## config.mk

```make
export PLATFORM = sky130hd
export DESIGN_NAME = systolic_input_skewer
export DESIGN_NICKNAME = d
export VERILOG_FILES = /design/src/rtl/systolic_pkg.sv /design/src/rtl/systolic_input_skewer_skew_delay_line.sv /design/src/rtl/systolic_input_skewer.sv
export SDC_FILE = /design/constraint.sdc
export NUM_CORES = 1
export LEC_CHECK = 0
export CORE_AREA = 2 2 201 203
export DETAILED_ROUTE_END_ITERATION = 7
export DIE_AREA = 0 0 203 205
export GPL_TIMING_DRIVEN = 0
export PLACE_DENSITY = 0.76
export SLEW_MARGIN = 20
export SYNTH_ARGS = -nofsm -noshare
export SYNTH_HDL_FRONTEND = slang
export SYNTH_SLANG_ARGS = --single-unit
```

## constraint.sdc

```tcl
create_clock -name clk -period 15.6 [get_ports clk]
set_input_delay 2.34 -clock clk [delete_from_list [all_inputs] [get_ports clk]]
set_output_delay 2.34 -clock clk [all_outputs]
set_load 0.005 [all_outputs]
```

## src/rtl/systolic_pkg.sv

```systemverilog
// Shared constants, lane/vector types and FSM state encoding for the systolic array feeder.
package systolic_pkg;
  localparam int N     = 4;
  localparam int W     = 32;
  localparam int CNT_W = $clog2(N);

  typedef logic [W-1:0] lane_t;
  typedef lane_t [N-1:0] vec_t;

  typedef enum logic [2:0] {IDLE, LOAD, STREAM, FLUSH, DONE} skewer_state_e;
endpackage

```

## src/rtl/systolic_input_skewer_skew_delay_line.sv

```systemverilog
// Enabled shift register of DEPTH stages; one per activation lane to build the diagonal skew.
module skew_delay_line #(
  parameter int DEPTH = 1,
  parameter int W     = 32
) (
  input  logic         clk,
  input  logic         rst,
  input  logic         i_en,
  input  logic [W-1:0] i_d,
  output logic [W-1:0] o_q
);
  logic [W-1:0] r_stage [DEPTH];

  always_ff @(posedge clk) begin
    if (rst) begin
      for (int i = 0; i < DEPTH; i++) r_stage[i] <= '0;
    end else if (i_en) begin
      r_stage[0] <= i_d;
      for (int i = 1; i < DEPTH; i++) r_stage[i] <= r_stage[i-1];
    end
  end

  assign o_q = r_stage[DEPTH-1];
endmodule

```

## src/rtl/systolic_input_skewer.sv

```systemverilog
// Weight preload and skewed activation feeder for the NxN systolic array.
// Optional stall counter port enabled by defining SKEWER_PERF_CNT_EN.
module systolic_input_skewer
  import systolic_pkg::*;
(
  input  logic           clk,
  input  logic           rst,
  input  logic           w_valid,
  output logic           w_ready,
  input  logic [N*W-1:0] w_data,
  input  logic           act_valid,
  output logic           act_ready,
  input  logic [N*W-1:0] act_data,
  input  logic           act_last,
  output logic [N*W-1:0] arr_a,
  output logic [N*W-1:0] arr_b,
  output logic           arr_switch,
  output logic           arr_en,
  output logic           tile_done,
`ifdef SKEWER_PERF_CNT_EN
  output logic [31:0]    stall_cycles,
`endif
  output logic           busy
);
  // state  | meaning
  // IDLE   | wait for weights or (weights loaded) activations
  // LOAD   | accept N weight vectors onto arr_b
  // STREAM | accept activations into the skew lines
  // FLUSH  | shift N-1 zero vectors to drain the skew
  // DONE   | clear skew tail, pulse tile_done next cycle

  localparam logic [CNT_W-1:0] WCNT_MAX = CNT_W'(N-1);
  localparam logic [CNT_W-1:0] FCNT_MAX = CNT_W'(N-2);

  skewer_state_e    r_state, w_state_nxt;
  logic [CNT_W-1:0] r_wcnt, r_fcnt;
  logic             r_weights_loaded;
  vec_t             r_arr_b;
  logic             r_arr_switch, r_arr_en, r_tile_done;

  logic             w_w_acc, w_act_acc, w_shift_en;
  vec_t             w_shift_d, w_arr_a;

  assign w_ready   = (r_state == LOAD);
  assign act_ready = (r_state == STREAM);
  assign busy      = (r_state != IDLE);
  assign w_w_acc   = w_valid && w_ready;
  assign w_act_acc = act_valid && act_ready;

  always_comb begin
    w_state_nxt = r_state;
    case (r_state)
      IDLE: begin
        if (w_valid)                            w_state_nxt = LOAD;
        else if (act_valid && r_weights_loaded) w_state_nxt = STREAM;
      end
      LOAD:    if (w_w_acc && r_wcnt == WCNT_MAX) w_state_nxt = STREAM;
      STREAM:  if (w_act_acc && act_last)         w_state_nxt = FLUSH;
      FLUSH:   if (r_fcnt == FCNT_MAX)            w_state_nxt = DONE;
      DONE:    w_state_nxt = IDLE;
      default: w_state_nxt = IDLE;
    endcase
  end

  always_ff @(posedge clk) begin
    if (rst) begin
      r_state          <= IDLE;
      r_wcnt           <= '0;
      r_fcnt           <= '0;
      r_weights_loaded <= 1'b0;
      r_arr_b          <= '0;
      r_arr_switch     <= 1'b0;
      r_arr_en         <= 1'b0;
      r_tile_done      <= 1'b0;
    end else begin
      r_state      <= w_state_nxt;
      r_arr_switch <= w_w_acc;
      r_arr_en     <= w_w_acc || w_act_acc || (r_state == FLUSH);
      r_tile_done  <= (r_state == DONE);
      if (w_w_acc) begin
        r_arr_b <= w_data;
        r_wcnt  <= (r_wcnt == WCNT_MAX) ? '0 : r_wcnt + 1'b1;
        if (r_wcnt == WCNT_MAX) r_weights_loaded <= 1'b1;
      end
      if (r_state == FLUSH) r_fcnt <= (r_fcnt == FCNT_MAX) ? '0 : r_fcnt + 1'b1;
    end
  end

  // DONE shifts one more zero (with arr_en low) so the last lane's tail is cleared.
  assign w_shift_en = w_act_acc || (r_state == FLUSH) || (r_state == DONE);
  assign w_shift_d  = w_act_acc ? act_data : '0;

  for (genvar i = 0; i < N; i++) begin : g_lane
    skew_delay_line #(.DEPTH(i + 1), .W(W)) u_lane (
      .clk  (clk),
      .rst  (rst),
      .i_en (w_shift_en),
      .i_d  (w_shift_d[i]),
      .o_q  (w_arr_a[i])
    );
  end

  assign arr_a      = w_arr_a;
  assign arr_b      = r_arr_b;
  assign arr_switch = r_arr_switch;
  assign arr_en     = r_arr_en;
  assign tile_done  = r_tile_done;

`ifdef SKEWER_PERF_CNT_EN
  logic [31:0] r_stall_cycles;

  always_ff @(posedge clk) begin
    if (rst)                                           r_stall_cycles <= '0;
    else if (r_state == IDLE && w_state_nxt == STREAM) r_stall_cycles <= '0;
    else if (r_state == STREAM && !act_valid && r_stall_cycles != '1)
      r_stall_cycles <= r_stall_cycles + 32'd1;
  end

  assign stall_cycles = r_stall_cycles;
`endif
endmodule

```

==> reports/qor.txt <==
Status: completed
Top FF cell, synth: edfxtp_1
Maximum VDD drop: 0.103 mV
# Post-CTS Setup Buffers: 0
H-Tree Depth: 2
Commonest cells in the netlist: and2_1 (322), edfxtp_1 (320), nand2_1 (269), dfxtp_1 (139), a21oi_1 (133)
Max-slew violations: 0
Max_slew headroom: 56.7%
Count leader, synth: and2_1
# rows: 73
# hold bufs at CTS: 0
Number of global-route vias before repair: 11931
Static Leakage: 0.00929 uW
Die width: 203 um
Clock period minus worst slack: 5.51 ns
Worst clock skew: 0.0215 ns
Clk sinks: 459
Worst EP required: 15.87 ns
Synth cell types: 29
Root Driver: clkbuf_16
Synth top area share: 55.8%
Slew @ Worst Pin: 0.649 ns
Via count: 11815
Drt via density: 4.68
Register area share after synthesis: 71.9%
Top cells by area, synth: edfxtp_1 (56%), dfxtp_1 (16%), and2_1 (12%)
Yosys reg bits: 459
Antenna violations before repair: 13
Power Dens Cells: 137 nW/um^2
Yosys Warn Count: 0
Syn_nets: 1625
Share of cells above drive strength 1: 10.2%
RD Place Congestion: 0.943
Post-cts resize count: 0
Final Cycle Share: 35.3%
Die height: 205 um
Clock Path Buffers: 3
CORE AREA: 39400 um^2
Clock transition at the registers of the reported paths: 0.06 ns
Ys async rst share: 0%
Largest fanout on the critical path: 17
RSZ-0062 raised after global routing: no
Layout area overhead: 44.7%
DP Worst Slack: 9.44 ns
Global router's overall resource usage: 21.9%
Iter 0 DRT Violations: 638
Die ar.: 41600 um^2
Total Power Consumption: 3410 uW
Worst setup margin: 10.09 ns
Startpoint Class: input port
Worst setup EP type: register
WL per Instance: 18.4 um
Final Hold Viols: 0
Final ANT Viol Nets: 0
Routed wire length: 46.3 mm
Nets: 2218
Largest net degree at the start of global routing: 18
Area leader, netlist: edfxtp_1
Syn Std Cell Area: 17200 um^2
Buffers on Ports: 521
Post-Syn Area per Cell: 12.6 um^2
# IOs: 523
Max cap viols: 0
CTS tree: done
Worst EP arrival: 5.79 ns
HPWL Detailed: 35.0 mm
Clk_lat worst skew: 0.58 ns
Grt ovf: 0
Initial Utilization: 43.8%
Max frequency: 181 MHz
First-pass GRT wire length: 68.3 mm
Post-synth EDFFs: 320
CP Class: in -> reg
Inserted Clock Buffers: 47
DRC: 0
Initial DRT Pass Iterations: 5
Worst Hold Class: reg -> reg
Final setup viols: 0
Mapped Cells: 1363
[cells by family (layout without fill, tap and decap cells)]
logic type,after synthesis,in the layout,share of synthesized area (%)
AOI/OAI and AO/OA,140,140,4.15
adders and majority gates,1,1,0.0726
buffers and inverters,147,774,5.36
DFF,459,459,71.9
muxes,1,1,0.0581
other,0,7,0
and+or+nand+nor,615,615,18.5
[registers in the layout (all words and copies together), names as in the netlist]
register / count
r_fcnt: 2
r_wcnt: 2
arr_en: 1
tile_done: 1
r_weights_loaded: 1
g_lane.u_lane.r_stage: 320
r_state: 3
arr_switch: 1
arr_b: 128
[placed cells by master, fill, tap and decap left out, types with 2 or more instances in the layout]
cell / Yosys / final
a21oi_1: 133 / 133
or3_1: 2 / 2
a32oi_1: 2 / 2
buf_6: 11 / 25
buf_4: 68 / 68
diode_2: 0 / 7
dfxtp_1: 139 / 139
and2_1: 322 / 322
clkinv_2: 0 / 9
clkbuf_16: 0 / 48
nor2_1: 8 / 8
o21ai_0: 3 / 3
clkdlybuf4s50_1: 0 / 521
bufinv_16: 0 / 4
clkinv_1: 0 / 8
nand3b_1: 2 / 2
clkbuf_1: 40 / 45
buf_2: 9 / 9
and3b_1: 2 / 2
clkbuf_2: 19 / 19
clkinvlp_4: 0 / 2
nand2_1: 269 / 269
edfxtp_1: 320 / 320
clkinv_8: 0 / 2
buf_8: 0 / 9
nand2b_1: 2 / 2
[per-stage QoR]
stage | setup TNS [ns] | util, % | hold WS [ns] | instances | instance area, um^2
2_1_floorplan | 0 | - | 0.437 | 1363 | 17200
3_3_place_gp | -392.63 | 58.7 | 0.442 | 2409 | 23100
3_5_place_dp | 0 | 59.4 | 0.446 | 2432 | 23400
4_1_cts | 0 | 63.3 | 0.454 | 2515 | 24900
5_1_grt | 0 | 63.3 | 0.467 | 2521 | 24900
6_report | 0 | 63.3 | 0.452 | 2522 | 24900
[power breakdown]
part	internal [uW]	total [uW]	switching (uW)
logic	377	693	316
clock network	636	1110	470
registers	1550	1610	58.9
total	2560	3410	845
[worst max-delay path, stage by stage]
cell	delay [ns]
clkbuf_1	0.36
clkbuf_1	0.52
nand3b_1	0.53
buf_6	0.28
buf_6	0.22
buf_6	0.22
buf_8	0.18
buf_8	0.17
buf_6	0.17
buf_6	0.19
buf_8	0.18
buf_6	0.21
buf_6	0.18
[routing by layer]
layer	track usage (%)	wire, um	part of all wire, %	vias to the layer above
met5	0	69	0.15	-
met4	11.8	1930	4.2	10
met3	7.72	4040	8.7	102
met2	37.3	23300	50	459
met1	24.1	17000	37	5547
li1	-	-	-	5697
[cell type report]
type	count	area (um^2)
fillers	2992	14400
flip-flops and latches	459	12400
repair buffers	544	5510
multi-input cells	757	3920
clock buffers	54	1230
plain buffers	147	925
well taps	525	657
clock inverters	29	285
diodes	7	17.5
[worst paths after layout]
check                                                        to  slack (ns)       start  cells past startpoint
worst max-delay path            g_lane[1].u_lane.r_stage[0][61]       10.09         rst                     13
worst min-delay path                                  arr_b[90]        0.45   arr_b[90]                      2
worst max register to register  g_lane[1].u_lane.r_stage[0][61]       12.00  r_state[0]                     14
worst min register to register                        arr_b[90]        0.45   arr_b[90]                      2
No activity file was read; power rests on OpenSTA's default activity.
